## src/rtl/multi_target_tracker.sv

```systemverilog
// multi_target_tracker: per-frame colour-target accumulation with frame-level
// hysteresis, left/centre/right zoning and priority selection of the best target.
module multi_target_tracker #(
  parameter int H_ACTIVE    = 640,
  parameter int V_ACTIVE    = 480,
  parameter int NUM_TARGETS = 2,
  parameter int MIN_PIXELS  = 64,
  parameter int PERSIST     = 2,
  localparam int IW = (NUM_TARGETS > 1) ? $clog2(NUM_TARGETS) : 1
) (
  input  logic                     clk,
  input  logic                     reset,
  input  logic                     frame_start,
  input  logic                     pixel_valid,
  input  logic [NUM_TARGETS-1:0]   match,
  output logic [NUM_TARGETS-1:0]   detected,
  output logic [3*NUM_TARGETS-1:0] direction,
  output logic                     results_valid,
  output logic                     best_valid,
  output logic [IW-1:0]            best_index,
  output logic [2:0]               best_direction,
  output logic                     overrun
);

  localparam int CW = $clog2(H_ACTIVE*V_ACTIVE+1);
  localparam int SW = $clog2(H_ACTIVE*H_ACTIVE*V_ACTIVE+1);
  localparam int ZW = SW + 2;
  localparam int XW = (H_ACTIVE > 1) ? $clog2(H_ACTIVE) : 1;
  localparam int YW = $clog2(V_ACTIVE+1);
  localparam int PW = $clog2(PERSIST+1);

  typedef enum logic {ST_ACCUM, ST_EVAL} state_t;

  state_t                   state_q, state_d;
  logic [IW-1:0]            idx_q, idx_d;
  logic [XW-1:0]            x_q, x_d;
  logic [YW-1:0]            y_q, y_d;
  logic [CW-1:0]            cnt_q [NUM_TARGETS];
  logic [CW-1:0]            cnt_d [NUM_TARGETS];
  logic [SW-1:0]            xsum_q [NUM_TARGETS];
  logic [SW-1:0]            xsum_d [NUM_TARGETS];
  logic [CW-1:0]            snap_cnt_q [NUM_TARGETS];
  logic [CW-1:0]            snap_cnt_d [NUM_TARGETS];
  logic [SW-1:0]            snap_xsum_q [NUM_TARGETS];
  logic [SW-1:0]            snap_xsum_d [NUM_TARGETS];
  logic [PW-1:0]            hit_streak_q [NUM_TARGETS];
  logic [PW-1:0]            hit_streak_d [NUM_TARGETS];
  logic [PW-1:0]            miss_streak_q [NUM_TARGETS];
  logic [PW-1:0]            miss_streak_d [NUM_TARGETS];
  logic [NUM_TARGETS-1:0]   detected_q, detected_d;
  logic [3*NUM_TARGETS-1:0] direction_q, direction_d;
  logic                     results_valid_q, results_valid_d;
  logic                     best_valid_q, best_valid_d;
  logic [IW-1:0]            best_index_q, best_index_d;
  logic [2:0]               best_direction_q, best_direction_d;
  logic                     overrun_q, overrun_d;

  logic [XW-1:0] cur_x;
  logic [YW-1:0] cur_y;
  logic          take;

  logic [CW-1:0] sel_cnt;
  logic [SW-1:0] sel_xsum;
  logic [ZW-1:0] x3, ch, ch2;
  logic          hit;
  logic [2:0]    zone;
  logic [PW-1:0] hs_next, ms_next;

  // Pixel coordinates, live accumulators and frame-boundary snapshots.
  // A pixel coincident with frame_start is pixel (0,0) of the new frame, so
  // the coordinate/accumulator base is taken as zero on that cycle.
  always_comb begin
    cur_x = frame_start ? '0 : x_q;
    cur_y = frame_start ? '0 : y_q;
    take  = pixel_valid && (cur_y < YW'(V_ACTIVE));
    x_d   = cur_x;
    y_d   = cur_y;
    if (take) begin
      if (cur_x == XW'(H_ACTIVE-1)) begin
        x_d = '0;
        y_d = cur_y + YW'(1);
      end else begin
        x_d = cur_x + XW'(1);
      end
    end
    for (int unsigned i = 0; i < NUM_TARGETS; i++) begin
      cnt_d[i]       = frame_start ? '0 : cnt_q[i];
      xsum_d[i]      = frame_start ? '0 : xsum_q[i];
      snap_cnt_d[i]  = frame_start ? cnt_q[i]  : snap_cnt_q[i];
      snap_xsum_d[i] = frame_start ? xsum_q[i] : snap_xsum_q[i];
      if (take && match[i]) begin
        cnt_d[i]  = cnt_d[i] + CW'(1);
        xsum_d[i] = xsum_d[i] + SW'(cur_x);
      end
    end
  end

  // Evaluation FSM: one target per cycle, hysteresis, zoning and best-target pick.
  always_comb begin
    state_d          = state_q;
    idx_d            = idx_q;
    hit_streak_d     = hit_streak_q;
    miss_streak_d    = miss_streak_q;
    detected_d       = detected_q;
    direction_d      = direction_q;
    results_valid_d  = 1'b0;
    best_valid_d     = best_valid_q;
    best_index_d     = best_index_q;
    best_direction_d = best_direction_q;
    overrun_d        = overrun_q;
    hs_next          = '0;
    ms_next          = '0;

    sel_cnt  = snap_cnt_q[idx_q];
    sel_xsum = snap_xsum_q[idx_q];
    x3       = ZW'(sel_xsum) + (ZW'(sel_xsum) << 1);
    ch       = ZW'(sel_cnt) * ZW'(H_ACTIVE);
    ch2      = ch << 1;
    hit      = ZW'(sel_cnt) >= ZW'(MIN_PIXELS);
    if (x3 < ch) begin
      zone = 3'b001;
    end else if (x3 >= ch2) begin
      zone = 3'b100;
    end else begin
      zone = 3'b010;
    end

    if (frame_start) begin
      // A new frame aborts any evaluation in flight; targets already updated
      // keep their new state and the aborted pass never raises results_valid.
      if (state_q == ST_EVAL) begin
        overrun_d = 1'b1;
      end
      state_d = ST_EVAL;
      idx_d   = '0;
    end else if (state_q == ST_EVAL) begin
      if (hit) begin
        hs_next = (hit_streak_q[idx_q] == PW'(PERSIST)) ? PW'(PERSIST)
                                                        : hit_streak_q[idx_q] + PW'(1);
        if (hs_next == PW'(PERSIST)) begin
          detected_d[idx_q] = 1'b1;
        end
      end else begin
        ms_next = (miss_streak_q[idx_q] == PW'(PERSIST)) ? PW'(PERSIST)
                                                         : miss_streak_q[idx_q] + PW'(1);
        if (ms_next == PW'(PERSIST)) begin
          detected_d[idx_q] = 1'b0;
        end
      end
      hit_streak_d[idx_q]  = hs_next;
      miss_streak_d[idx_q] = ms_next;
      direction_d[3*idx_q +: 3] = detected_d[idx_q]
                                  ? (hit ? zone : direction_q[3*idx_q +: 3])
                                  : 3'b000;

      if (idx_q == IW'(NUM_TARGETS-1)) begin
        state_d          = ST_ACCUM;
        results_valid_d  = 1'b1;
        best_valid_d     = |detected_d;
        best_index_d     = '0;
        best_direction_d = '0;
        // Scan from the highest index down so the lowest detected index wins.
        for (int unsigned k = 0; k < NUM_TARGETS; k++) begin
          if (detected_d[NUM_TARGETS-1-k]) begin
            best_index_d     = IW'(NUM_TARGETS-1-k);
            best_direction_d = direction_d[3*(NUM_TARGETS-1-k) +: 3];
          end
        end
      end else begin
        idx_d = idx_q + IW'(1);
      end
    end
  end

  // State register with synchronous reset.
  always_ff @(posedge clk) begin
    if (reset) begin
      state_q          <= ST_ACCUM;
      idx_q            <= '0;
      x_q              <= '0;
      y_q              <= '0;
      detected_q       <= '0;
      direction_q      <= '0;
      results_valid_q  <= 1'b0;
      best_valid_q     <= 1'b0;
      best_index_q     <= '0;
      best_direction_q <= '0;
      overrun_q        <= 1'b0;
      for (int unsigned i = 0; i < NUM_TARGETS; i++) begin
        cnt_q[i]         <= '0;
        xsum_q[i]        <= '0;
        snap_cnt_q[i]    <= '0;
        snap_xsum_q[i]   <= '0;
        hit_streak_q[i]  <= '0;
        miss_streak_q[i] <= '0;
      end
    end else begin
      state_q          <= state_d;
      idx_q            <= idx_d;
      x_q              <= x_d;
      y_q              <= y_d;
      detected_q       <= detected_d;
      direction_q      <= direction_d;
      results_valid_q  <= results_valid_d;
      best_valid_q     <= best_valid_d;
      best_index_q     <= best_index_d;
      best_direction_q <= best_direction_d;
      overrun_q        <= overrun_d;
      cnt_q            <= cnt_d;
      xsum_q           <= xsum_d;
      snap_cnt_q       <= snap_cnt_d;
      snap_xsum_q      <= snap_xsum_d;
      hit_streak_q     <= hit_streak_d;
      miss_streak_q    <= miss_streak_d;
    end
  end

  assign detected       = detected_q;
  assign direction      = direction_q;
  assign results_valid  = results_valid_q;
  assign best_valid     = best_valid_q;
  assign best_index     = best_index_q;
  assign best_direction = best_direction_q;
  assign overrun        = overrun_q;

endmodule

```

## config.mk

```make
export PLATFORM = sky130hd
export DESIGN_NAME = multi_target_tracker
export DESIGN_NICKNAME = d
export VERILOG_FILES = /design/src/rtl/multi_target_tracker.sv
export SDC_FILE = /design/constraint.sdc
export NUM_CORES = 1
export LEC_CHECK = 0
export CORE_MARGIN = 4
export CORE_UTILIZATION = 30
export DETAILED_ROUTE_END_ITERATION = 8
export GPL_TIMING_DRIVEN = 0
export PLACE_DENSITY = 0.47
export REMOVE_ABC_BUFFERS = 1
export SYNTH_ARGS = -nofsm -noshare
export SYNTH_HDL_FRONTEND = slang
export SYNTH_SLANG_ARGS = --single-unit
```

## constraint.sdc

```tcl
create_clock -name clk -period 11.8 [get_ports clk]
set_input_delay 1.18 -clock clk [delete_from_list [all_inputs] [get_ports clk]]
set_output_delay 1.18 -clock clk [all_outputs]
set_load 0.02 [all_outputs]
```

# After elaboration in Yosys (flattened, before gate mapping)
# Cells that the tools add are included.
[op_classes]
addsub = 11
mul = 2
div_mod_pow = 0
magnitude_cmp = 8
eq_ne = 5
shifts = 3
muxes = 61
bitwise = 6
reduce_logical = 11
[ops]
columns = ["cell", "count"]
rows = [
  ["28-bit two-way mux", 7],
  ["19-bit two-way mux", 7],
  ["28-bit by 10-bit adder with 28-bit output", 2],
  ["2-bit two-way mux", 20],
  ["19-bit by 1-bit adder with 19-bit output (second input constant)", 2],
  ["3-bit negation with 34-bit output", 1],
  ["3-bit by 34-bit variable shift with 6-bit output (first input constant)", 1],
  ["3-bit by 34-bit variable part select with 6-bit output", 1],
  ["28-bit by 29-bit adder with 30-bit output", 1],
  ["30-bit >= comparator", 1],
  ["30-bit by 29-bit less-than comparator with 1-bit output", 1],
  ["10-bit two-way mux", 3],
  ["9-bit two-way mux", 3],
  ["19-bit by 3-bit multiplier with 22-bit output (second input constant)", 1],
  ["19-bit by 7-bit >= comparator with 1-bit output (second input constant)", 1],
  ["3-bit two-way mux", 6],
  ["10-bit by 1-bit adder with 10-bit output (second input constant)", 1],
  ["10-bit equality test (second input constant)", 1],
  ["1-bit two-way mux", 10],
  ["9-bit by 1-bit adder with 9-bit output (second input constant)", 1],
  ["9-bit less-than comparator (second input constant)", 1],
  ["4-bit bitwise mux", 2],
  ["2-bit equality test (second input constant)", 4],
  ["6-bit bitwise mux", 1],
  ["20 further kinds", 28],
]
[totals]
regBits = 232
latchBits = 0
mem_bits_rw = 0
rom_bits = 0
inputBits = 6
out_inout_bits = 15
word_cells = 130
memories = 0

# Longest topological paths before layout
# Gate-level depths: netlist of run 1.
[depth]
depth_word = 18
depth_mapped = 29
mapped_depth_nobuf = 25

# Least setup slack after synthesis of run 1
# Ideal clock, no wire load.
[synth_path]
path_kind = "register to register"
startpoint = "register idx_q"
endpoint = "register best_direction_q[1] (netlist: best_direction[1])"
setup_time_ns = 0.074
t_arrival_ns = 6.705
t_required_ns = 11.726
path_slack_ns = 5.021
path_stages_with_launch = 30
path_buffers = 4
synth_period_minus_slack_ns = 6.779
cell_sequence = "dfxtp_1 > clkbuf_1 > clkbuf_1 > buf_1 > buf_1 > mux2i_1 > inv_1 > ha_1 > ha_1 > fa_1 > a21o_1 > a21oi_1 > o21ai_0 > a21o_1 > a21oi_1 > o211ai_1 > a31o_2 > a41oi_1 > xor2_1 > ha_1 > and4_1 > and4_1 > o311ai_0 > a2111oi_0 > a221oi_1 > a311oi_1 > a211oi_1 > a31o_2 > nand2_1 > a31oi_1"
[synth_between]
elab_chain_len = 18
word_cells_on_any_way = 54
cone_classes = "add/sub: 4; mul: 2; order compare: 5; eq/ne: 4; shift: 3; mux: 30; bitwise: 4; reduce/logical: 2"
[synth_lines]
columns = ["element", "line", "rtl"]
rows = [
  ["from (decl)", "35", "logic [IW-1:0] idx_q, idx_d;"],
  ["from (signal assigned)", "199", "idx_q <= idx_d;"],
  ["parallel branches: the longest is 18 deep, another holds 30-bit >= comparator", "-", ""],
  ["to (signal assigned)", "207", "best_direction_q <= best_direction_d;"],
  ["to (decl)", "55", "logic [2:0] best_direction_q, best_direction_d;"],
]
# Several ways; the timed one is not identified. The select of a mux whose other input is x is not followed.
# A chain may end at the register's enable or synchronous reset.

# Worst setup path in the final report of run 1
# Ends and elaborated chain as after synthesis.

==> results.tsv, run 1 <==
stage	metric	value	unit
status	status	finished, final reports clean	
setup_path	crit_type	flop to flop	
setup_path	critPathMostFrequentCell	ha_1	
power_and_ir_drop	ir_drop	0.00009285	V
layout	nNetsFinal	1763	
route	wirelength	32860	um
cts	ctsResizeCount	0	
setup_path	endpoint	best_direction[1]$_SDFFE_PP0P_	
floorplanning	ios	21	
sta	drv_slew	0	
route	drtAntennaViolNets	0	
route	vias	11034	
yosys	synth-edff-count	0	
layout	drive_gt1_frac	0.06581	
setup_path	rr_endpoint	best_direction[1]$_SDFFE_PP0P_	
setup_path	cp_max_fo	32	
sta	tightest_slew	1.019	ns
floorplanning	die_w	224.2	um
yosys	ys_warn_count	0	
sta	finalCriticalPeriod	7.149	ns
setup_path	cp_slowest_stage_delay	0.63	ns
layout	syn2layout_area_growth	12.63	%
cts	clk_pin_slew	0.06	ns
route	wl_per_cell	14.66	um
yosys	synth.distinct_cells	67	
setup_path	worst_setup_path_start_kind	flop	
sta	slew_headroom	0.3204	
layout	final_cells	2241	
route	drc	0	
cts	clkSinkCount	232	
setup_path	crit_cells	26	
setup_path	timing.reg2reg.setup_slack	4.65	ns
route	drt_first_iter_violations	588	
setup_path	cp-startpoint	idx_q$_SDFFE_PP0P_	
cts	clk_path_buf_depth	3	
global_route	grt_max_degree	99	
route	firstDrtPassIters	5	
floorplanning	core_area	45770	um2
sta	max_freq	139.9	MHz
sta	final.setup_skew	0.01716	ns
setup_path	crit_path_top_delay_cell	dfxtp_4	
floorplanning	die_h	224.2	um
run	cap_violations	0	
global_route	grtUsageMet3	0.01749	
layout	layout_commonest_cell	nor2_1	
layout	final_cell_mix	nor2_1 (239), dfxtp_1 (231), ha_1 (130), a21oi_1 (119), nand2_1 (107)	
yosys	ys_seq_area_frac	0.3312	
cts	htree_levels	1	
sta	fin_crit_sh	0.6058	
cts	cts_buffers	27	
yosys	ys_seq_elements	232	
sta	rsz0062_at_grt	false	
global_route	grt.overflow.total	0	
global_route	grt_use_met1	0.1747	
placement	place_congestion	0.8021	
setup_path	reg2reg_depth	26	
floorplanning	die_area	50270	um2
yosys	synth_ff_type	dfxtp_1	
yosys	syn_area	14020	um2
cts	insertion_delay	0.55	ns
yosys	synthCells	1631	
cts	cts_tree	yes	
cts	cts_setup_buffers	0	
setup_path	cp-end-kind	flop	
power_and_ir_drop	cellLeakagePower	6.562	nW
sta	holdWs	0.4601	ns
setup_path	critical_path_arrival	7.62	ns
global_route	grt_first_pass_wirelength	54890	um
floorplanning	rows	78	
cts	hold_buffers	0	
global_route	met2_usage	0.2182	
yosys	synthArstFlopShare	0	
sta	finalHoldViolations	0	
global_route	busiest_layer	met2	
setup_path	critPathTopFamily	compound AO/OA/AOI/OAI gates	
placement	dp.cells	2194	
global_route	grt_usage	0.1287	
layout	diodes	0	
route	vias_per_cell	4.924	
global_route	grt_pass1_vias	10904	
sta	setup_viol	0	
power_and_ir_drop	p_per_area	110.6	nW/um2
cts	cts_root_buf	clkbuf_16	
yosys	postSynthAreaPerCell	8.599	um2
setup_path	path_buf_inv	2	
global_route	grt_antenna_before_repair	0	
hold_path	hp-class	flop to flop	
setup_path	critPathRequiredTime	12.28	ns
placement	port_buffers	20	
setup_path	reg2reg_from	idx_q$_SDFFE_PP0P_	
floorplanning	initial_utilization	0.3064	
placement	dp_hpwl	23290	um
[final cells by class]
type	instances	area, um2
Timing Repair Buffer	24	301.5
Multi-Input combinational cell	1287	8956
Clock inverter	5	125.1
Clock buffer	42	823.3
Inverter	51	191.4
Fill cell	4642	29980
Sequential cell	232	4648
Tap cell	600	750.7
[through the flow]
step,total power [mW],cell area [um2],worst slack (ns),util,TNS [ns]
detailed placement,0.8701,14850,4.540,0.3244,0
floorplan,0.8320,13790,4.942,-,0
global route,1.816,15800,4.099,0.3451,0
global placement,0.8813,14740,-0.4693,0.3221,-5.149
finish,1.748,15800,4.651,0.3451,0
CTS,1.781,15800,4.507,0.3451,0
[worst min-delay path by stage]
stage | from | endpoint | slack [ns] | cells past startpoint
after floorplan | miss_streak_q[2]$_SDFFE_PP0P_ | miss_streak_q[2]$_SDFFE_PP0P_ | 0.43 | 2
after global placement | miss_streak_q[2]$_SDFFE_PP0P_ | miss_streak_q[2]$_SDFFE_PP0P_ | 0.44 | 2
after detailed placement | miss_streak_q[2]$_SDFFE_PP0P_ | miss_streak_q[2]$_SDFFE_PP0P_ | 0.45 | 2
after CTS | miss_streak_q[2]$_SDFFE_PP0P_ | miss_streak_q[2]$_SDFFE_PP0P_ | 0.46 | 2
after global routing | miss_streak_q[3]$_SDFFE_PP0P_ | miss_streak_q[3]$_SDFFE_PP0P_ | 0.48 | 2
final | miss_streak_q[0]$_SDFFE_PP0P_ | miss_streak_q[0]$_SDFFE_PP0P_ | 0.46 | 2
[where the power goes]
group | leakage, nW | internal [mW] | total, mW | switching [mW]
clock network | 0.464 | 0.562 | 0.896 | 0.335
registers | 1.87 | 0.786 | 0.789 | 0.00310
logic | 4.23 | 0.0211 | 0.0625 | 0.0414
total | 6.56 | 1.37 | 1.75 | 0.379
[cell usage after synthesis (4+ instances only)]
master	count	area, um2
o21ai_0	58	290.3
and2_1	7	43.79
xnor2_1	56	490.5
ha_1	130	1627
nand4_1	15	93.84
mux2_2	45	506.7
inv_1	51	191.4
nand3_1	52	260.3
or3_1	13	81.33
and4_1	11	96.34
o211ai_1	14	105.1
a211oi_1	14	105.1
mux2i_1	106	1061
o21bai_1	6	45.04
nor3_1	24	120.1
o21ai_1	4	20.02
a21o_1	19	142.6
dfxtp_1	232	4644
nor3b_1	4	30.03
a21oi_1	119	595.6
clkbuf_1	45	168.9
nor2b_1	51	319.1
and3_1	26	162.7
nand2_1	107	401.6
a21boi_0	5	37.54
nand2b_1	23	143.9
o21a_1	10	75.07
xor2_1	62	543.0
fa_1	4	80.08
nor2_1	239	897.1
buf_1	13	48.80
nor4_1	6	37.54
[state kept, by name, summed over array words and instances, names as in the netlist, 2 cells and up]
signal / cells
snap_xsum_q: 56
xsum_q: 56
cnt_q: 38
snap_cnt_q: 38
x_q: 10
y_q: 9
direction: 6
hit_streak_q: 4
miss_streak_q: 4
best_direction: 3
detected: 2
[kinds of logic (layout without fill, tap and decap cells)]
group,count (synthesis),count (layout),share of synthesized area
buffers and inverters,112,122,0.03024
muxes,151,151,0.1118
AOI/OAI and AO/OA,292,292,0.1306
adders and majority gates,134,134,0.1217
xor gates and xnor gates,119,119,0.07485
and+or+nand+nor,591,591,0.1997
DFF,232,232,0.3312
[worst reg2reg max path, delay by kind of cell (launching register included)]
family / cells / cell delay, ns
buffers and inverters: 2 / 0.36
and+or+nand+nor: 3 / 0.49
AOI/OAI and AO/OA: 15 / 3.57
DFF: 1 / 0.63
adders and majority gates: 4 / 1.27
muxes: 1 / 0.40
xor gates and xnor gates: 1 / 0.34
[layer usage]
metal | share of wire | vias up
li1 | - | 5740
met1 | 0.50 | 5148
met2 | 0.45 | 113
met3 | 0.029 | 33
met4 | 0.017 | 0
met5 | 0 | -
Power figures use the tool's default switching activity.
==> inputs of run 2 (changes only) <==
- PLACE_DENSITY: 0.47 -> 0.49
- clock period: 11.8 -> 6.2 ns (I/O delays scaled with it)
==> results.tsv, run 2 (synthesis results as in run 1) <==
stage	metric	value	unit	change
layout	diodes	0		unchanged
layout	design_area	16020	um2	was 15800 um2
route	drt_first_iter_violations	576		was 588
floorplanning	ios	21		unchanged
layout	fill_cells	4657		was 4642
cts	cts_root_buf	clkbuf_16		unchanged
cts	htree_levels	1		unchanged
route	firstDrtPassIters	6		was 5
setup_path	cp-end-kind	flop		unchanged
route	highest_layer	met4		unchanged
floorplanning	die_w	224.2	um	unchanged
power_and_ir_drop	ir_drop	0.0001877	V	was 0.00009285 V
layout	layout_commonest_cell	nor2_1		unchanged
floorplanning	initial_utilization	0.3064		unchanged
layout	largest_registers	snap_xsum_q x56, xsum_q x56		unchanged
hold_path	hp-class	flop to flop		unchanged
route	wl_met1	15950	um	was 16420 um
floorplanning	die_h	224.2	um	unchanged
sta	drv_slew	0		unchanged
route	wl_met2	15470	um	was 14940 um
floorplanning	core_area	45770	um2	unchanged
global_route	grt_first_pass_wirelength	55170	um	was 54890 um
global_route	grt_pass1_vias	10816		was 10904
layout	syn2layout_area_growth	14.21	%	was 12.63%
cts	insertion_delay	0.56	ns	was 0.55 ns
floorplanning	rows	78		unchanged
setup_path	timing.reg2reg.setup_slack	0.26	ns	was 4.65 ns
route	drc	0		unchanged
layout	final_cell_mix	nor2_1 (239), dfxtp_1 (231), ha_1 (129), a21oi_1 (116), nand2_1 (107)		was nor2_1 (239), dfxtp_1 (231), ha_1 (130), a21oi_1 (119), nand2_1 (107)
cts	cts_tree	yes		unchanged
route	wl_per_cell	14.69	um	was 14.66 um
global_route	grt_usage	0.1294		was 0.1287
layout	nNetsFinal	1772		was 1763
floorplanning	die_area	50270	um2	unchanged
setup_path	cp_max_fo	4		was 32
run	cap_violations	0		unchanged
cts	clkSinkCount	232		unchanged
cts	clk_pin_slew	0.06	ns	about the same
power_and_ir_drop	p_per_area	209.3	nW/um2	was 110.6 nW/um2
sta	finalHoldViolations	0		unchanged
route	dr_wl_met3	854	um	was 945 um
cts	cts_buffers	28		was 27
sta	final.setup_skew	0.02354	ns	was 0.01716 ns
cts	clk_path_buf_depth	3		unchanged
setup_path	worst_setup_path_start_kind	flop		unchanged
sta	finalCriticalPeriod	5.937	ns	was 7.149 ns
route	vias_per_cell	4.951		was 4.924
layout	drive_gt1_frac	0.08348		was 0.06581
sta	holdWs	0.4554	ns	was 0.4601 ns
placement	post_dp_cell_area	14830	um2	was 14850 um2
power_and_ir_drop	cellLeakagePower	6.648	nW	was 6.562 nW
route	wirelength	33100	um	was 32860 um
sta	fin_crit_sh	0.9577		was 0.6058
sta	max_freq	168.4	MHz	was 139.9 MHz
placement	port_buffers	20		unchanged
sta	tightest_slew	1.048	ns	was 1.019 ns
status	status	finished, final reports clean		unchanged
route	drtAntennaViolNets	0		unchanged
setup_path	crit_type	flop to flop		unchanged
setup_path	critPathRequiredTime	6.62	ns	was 12.28 ns
global_route	grt_antenna_before_repair	0		unchanged
sta	slew_headroom	0.3006		was 0.3204
setup_path	critical_path_arrival	6.36	ns	was 7.62 ns
power_and_ir_drop	fin_total_pwr	3.352	mW	was 1.748 mW
placement	dp_hpwl	23010	um	was 23290 um
global_route	grt_max_degree	105		was 99
route	vias	11154		was 11034
global_route	grt.overflow.total	0		unchanged
sta	setup_viol	0		unchanged
placement	place_congestion	0.7918		was 0.8021
-- run 2: metal layers --
metal  track usage  vias up
met4       0.03814        0
li1              -     5749
met2        0.2230      123
met5             0        -
met3       0.01501       44
met1        0.1712     5238
-- run 2: worst paths after layout --
kind                                                      end                     startpoint  cells past startpoint
worst max-delay path                direction[4]$_SDFFE_PP0P_             idx_q$_SDFFE_PP0P_                     27
worst max register to register      direction[4]$_SDFFE_PP0P_             idx_q$_SDFFE_PP0P_                     27
worst min-delay path            miss_streak_q[1]$_SDFFE_PP0P_  miss_streak_q[1]$_SDFFE_PP0P_                      2
worst min register to register  miss_streak_q[1]$_SDFFE_PP0P_  miss_streak_q[1]$_SDFFE_PP0P_                      2
-- run 2: layout make-up --
| cell class | instances | area, um2 | area share |
|---|---|---|---|
| multi-input combinational | 1287 | 9041 | 0.5644 |
| sequential | 232 | 4648 | 0.2902 |
| clock buffer | 43 | 868.3 | 0.05421 |
| tap | 600 | 750.7 | 0.04687 |
| timing repair buffer | 32 | 396.6 | 0.02476 |
| inverter | 51 | 191.4 | 0.01195 |
| clock inverter | 8 | 121.4 | 0.007577 |
-- run 2: worst max-delay path: stages, from the launching register on --
cell	delay, ns
dfxtp_4	0.38
buf_8	0.14
mux2_2	0.38
ha_1	0.29
ha_2	0.21
fa_2	0.35
a21o_1	0.20
a21oi_2	0.17
o21ai_0	0.10
a21o_1	0.21
a21oi_2	0.18
o211ai_1	0.13
a31o_2	0.30
a21oi_2	0.15
xor2_1	0.10
buf_4	0.15
ha_1	0.30
and4_4	0.23
and4_4	0.23
o311ai_1	0.11
a2111oi_2	0.33
a221oi_2	0.11
buf_4	0.17
a311oi_2	0.29
a211oi_2	0.11
a31o_2	0.27
a22oi_1	0.15
nor2_1	0.05
-- run 2: stage by stage --
stage / util / std cells / setup TNS [ns] / worst slack, ns
2_1_floorplan: - / 1570 / -4.554 / -0.6580
3_3_place_gp: 0.3221 / 2190 / -754.44 / -5.435
3_5_place_dp: 0.3240 / 2193 / -7.165 / -1.115
4_1_cts: 0.3483 / 2249 / 0 / 0.003302
5_1_grt: 0.3500 / 2253 / -0.01882 / -0.01882
6_report: 0.3500 / 2253 / 0 / 0.2626
-- run 2: report_power, final --
part	leakage (nW)	internal, mW	switching (mW)
sequential	1.87	1.50	0.00301
clock	0.487	1.08	0.643
combinational	4.29	0.0443	0.0839
total	6.65	2.62	0.729
-- run 2: repair_timing --
| action | in CTS | in global routing |
|---|---|---|
| setup buffers | 4 | 4 |
| pin swaps | 3 | 6 |
| hold buffers | 0 | 0 |
| setup endpoints to repair | 9 | 8 |
| cloned | 1 | 0 |
| resized for setup | 11 | 12 |
==> inputs of run 3 (changes only) <==
- SETUP_SLACK_MARGIN: unset -> 0.1
==> results.tsv, run 3 (synthesis results as in run 1) <==
stage	metric	value	unit	change
route	drc	0		unchanged
power_and_ir_drop	ir_drop	0.0001875	V	was 0.0001877 V
cts	clkSinkCount	232		unchanged
run	cap_violations	0		unchanged
route	wirelength	33200	um	was 33100 um
hold_path	holdCritStartpoint	miss_streak_q[1]$_SDFFE_PP0P_		unchanged
hold_path	worstHoldPathCells	2		unchanged
cts	cts_tree	yes		unchanged
setup_path	rr_endpoint	direction[4]$_SDFFE_PP0P_		unchanged
cts	insertion_delay	0.56	ns	about the same
floorplanning	rows	78		unchanged
placement	place_congestion	0.7918		unchanged
setup_path	crit_type	flop to flop		unchanged
cts	clk_pin_slew	0.06	ns	about the same
hold_path	hp-class	flop to flop		unchanged
sta	tightest_slew	1.062	ns	was 1.048 ns
setup_path	critical_path_arrival	6.27	ns	was 6.36 ns
placement	dp_hpwl	23010	um	unchanged
setup_path	cp-end-kind	flop		unchanged
floorplanning	die_h	224.2	um	unchanged
layout	drive_gt1_frac	0.08514		was 0.08348
global_route	grt_usage	0.1299		was 0.1294
floorplanning	core_area	45770	um2	unchanged
sta	rsz0062_at_grt	true		
setup_path	worst_setup_path_start_kind	flop		unchanged
layout	nNetsFinal	1775		was 1772
route	vias_per_cell	4.951		about the same
status	status	finished, final reports clean		unchanged
layout	design_area	16060	um2	was 16020 um2
sta	max_freq	171.0	MHz	was 168.4 MHz
placement	port_buffers	20		unchanged
setup_path	timing.reg2reg.setup_slack	0.35	ns	was 0.26 ns
sta	fin_crit_sh	0.9430		was 0.9577
layout	final_cell_mix	nor2_1 (239), dfxtp_1 (231), ha_1 (128), a21oi_1 (116), nand2_1 (107)		was nor2_1 (239), dfxtp_1 (231), ha_1 (129), a21oi_1 (116), nand2_1 (107)
sta	finalHoldViolations	0		unchanged
route	drt_first_iter_violations	591		was 576
global_route	grt.overflow.total	0		unchanged
route	vias	11169		was 11154
cts	clk_path_buf_depth	3		unchanged
placement	place_ws	-1.115	ns	unchanged
cts	cts_buffers	28		unchanged
setup_path	reg2reg_depth	27		unchanged
layout	largest_registers	snap_xsum_q x56, xsum_q x56		unchanged
hold_path	hold_end	miss_streak_q[1]$_SDFFE_PP0P_		unchanged
setup_path	cp_max_fo	4		unchanged
power_and_ir_drop	p_per_area	208.8	nW/um2	was 209.3 nW/um2
floorplanning	die_w	224.2	um	unchanged
setup_path	critPathRequiredTime	6.62	ns	about the same
cts	hold_buffers	0		unchanged
layout	syn2layout_area_growth	14.53	%	was 14.21%
layout	fin_util	0.3509		was 0.3500
global_route	grt_antenna_before_repair	0		unchanged
route	wl_per_cell	14.72	um	was 14.69 um
sta	drv_slew	0		unchanged
sta	final.setup_skew	0.02163	ns	was 0.02354 ns
cts	cts_root_buf	clkbuf_16		unchanged
cts	htree_levels	1		unchanged
floorplanning	ios	21		unchanged
sta	finalCriticalPeriod	5.847	ns	was 5.937 ns
power_and_ir_drop	cellLeakagePower	6.666	nW	was 6.648 nW
floorplanning	die_area	50270	um2	unchanged
route	drtAntennaViolNets	0		unchanged
global_route	grt_max_degree	105		unchanged
layout	diodes	0		unchanged
setup_path	reg2reg_from	idx_q$_SDFFE_PP0P_		unchanged
global_route	grt_pass1_vias	10820		was 10816
floorplanning	initial_utilization	0.3064		unchanged
placement	post_dp_cell_area	14830	um2	unchanged
sta	setup_viol	0		unchanged
layout	layout_commonest_cell	nor2_1		unchanged
route	firstDrtPassIters	6		unchanged
global_route	grt_first_pass_wirelength	55320	um	was 55170 um
sta	fin_ws	0.3535	ns	was 0.2626 ns
sta	slew_headroom	0.2916		was 0.3006
## run 3: critical path, stage by stage, from the launching register on
cell	delay [ns]
dfxtp_4	0.38
buf_8	0.16
mux2_4	0.33
ha_1	0.28
ha_2	0.21
fa_2	0.35
a21o_1	0.20
a21oi_2	0.18
o21ai_0	0.10
a21o_1	0.21
a21oi_2	0.19
o211ai_1	0.15
a31o_2	0.29
a41oi_2	0.16
xor2_1	0.09
buf_4	0.15
ha_1	0.30
and4_1	0.20
and4_4	0.24
o311ai_1	0.11
a2111oi_2	0.31
a221oi_2	0.10
buf_4	0.17
a311oi_2	0.25
a211oi_2	0.09
a31o_2	0.27
a22oi_1	0.16
nor2_1	0.05
## run 3: what timing repair did
| item | 4_1_cts | 5_1_grt |
|---|---|---|
| setup buffers | 9 | 2 |
| gates cloned | 1 | 0 |
| pin swaps | 6 | 9 |
| setup endpoints to repair | 9 | 7 |
| resized for setup | 16 | 10 |
## run 3: report_power, final
group	total (mW)	internal [mW]	switching (mW)	leakage, nW
Clock	1.72	1.08	0.641	0.487
Sequential	1.50	1.50	0.00302	1.87
Combinational	0.131	0.0461	0.0846	4.31
## run 3: routing by layer
layer | track usage | part of all wire | up-vias
met1 | 0.1729 | 0.48 | 5237
met5 | 0 | 0 | -
li1 | - | - | 5761
met2 | 0.2212 | 0.46 | 121
met3 | 0.01501 | 0.025 | 50
met4 | 0.04150 | 0.030 | 0
## run 3: worst max-delay path by stage
stage	endpoint	slack, ns	cells after the start	from
4_1_cts	direction[4]$_SDFFE_PP0P_	0.12	23	idx_q$_SDFFE_PP0P_
6_report	direction[4]$_SDFFE_PP0P_	0.35	27	idx_q$_SDFFE_PP0P_
5_1_grt	direction[4]$_SDFFE_PP0P_	0.05	26	idx_q$_SDFFE_PP0P_
3_3_place_gp	xsum_q[42]$_SDFF_PP0_	-5.44	15	frame_start
3_5_place_dp	best_direction[1]$_SDFFE_PP0P_	-1.12	26	idx_q$_SDFFE_PP0P_
2_1_floorplan	best_direction[1]$_SDFFE_PP0P_	-0.66	25	idx_q$_SDFFE_PP0P_
## run 3: cell type report
class,instances,area (um2)
fillers,4661,29710
flip-flops and latches,232,4648
clock inverters,8,121.4
inverters,51,191.4
multi-input cells,1287,9055
clock buffers,43,868.3
repair buffers,35,427.9
well taps,600,750.7
## run 3: per-stage QoR
step / power (mW) / cells / TNS [ns] / hold WS [ns]
4_1_cts: 3.425 / 2254 / 0 / 0.4585
2_1_floorplan: 1.584 / 1570 / -4.554 / 0.4296
5_1_grt: 3.489 / 2256 / 0 / 0.4943
6_report: 3.353 / 2256 / 0 / 0.4554
3_3_place_gp: 1.676 / 2190 / -754.44 / 0.4428
3_5_place_dp: 1.654 / 2193 / -7.165 / 0.4502
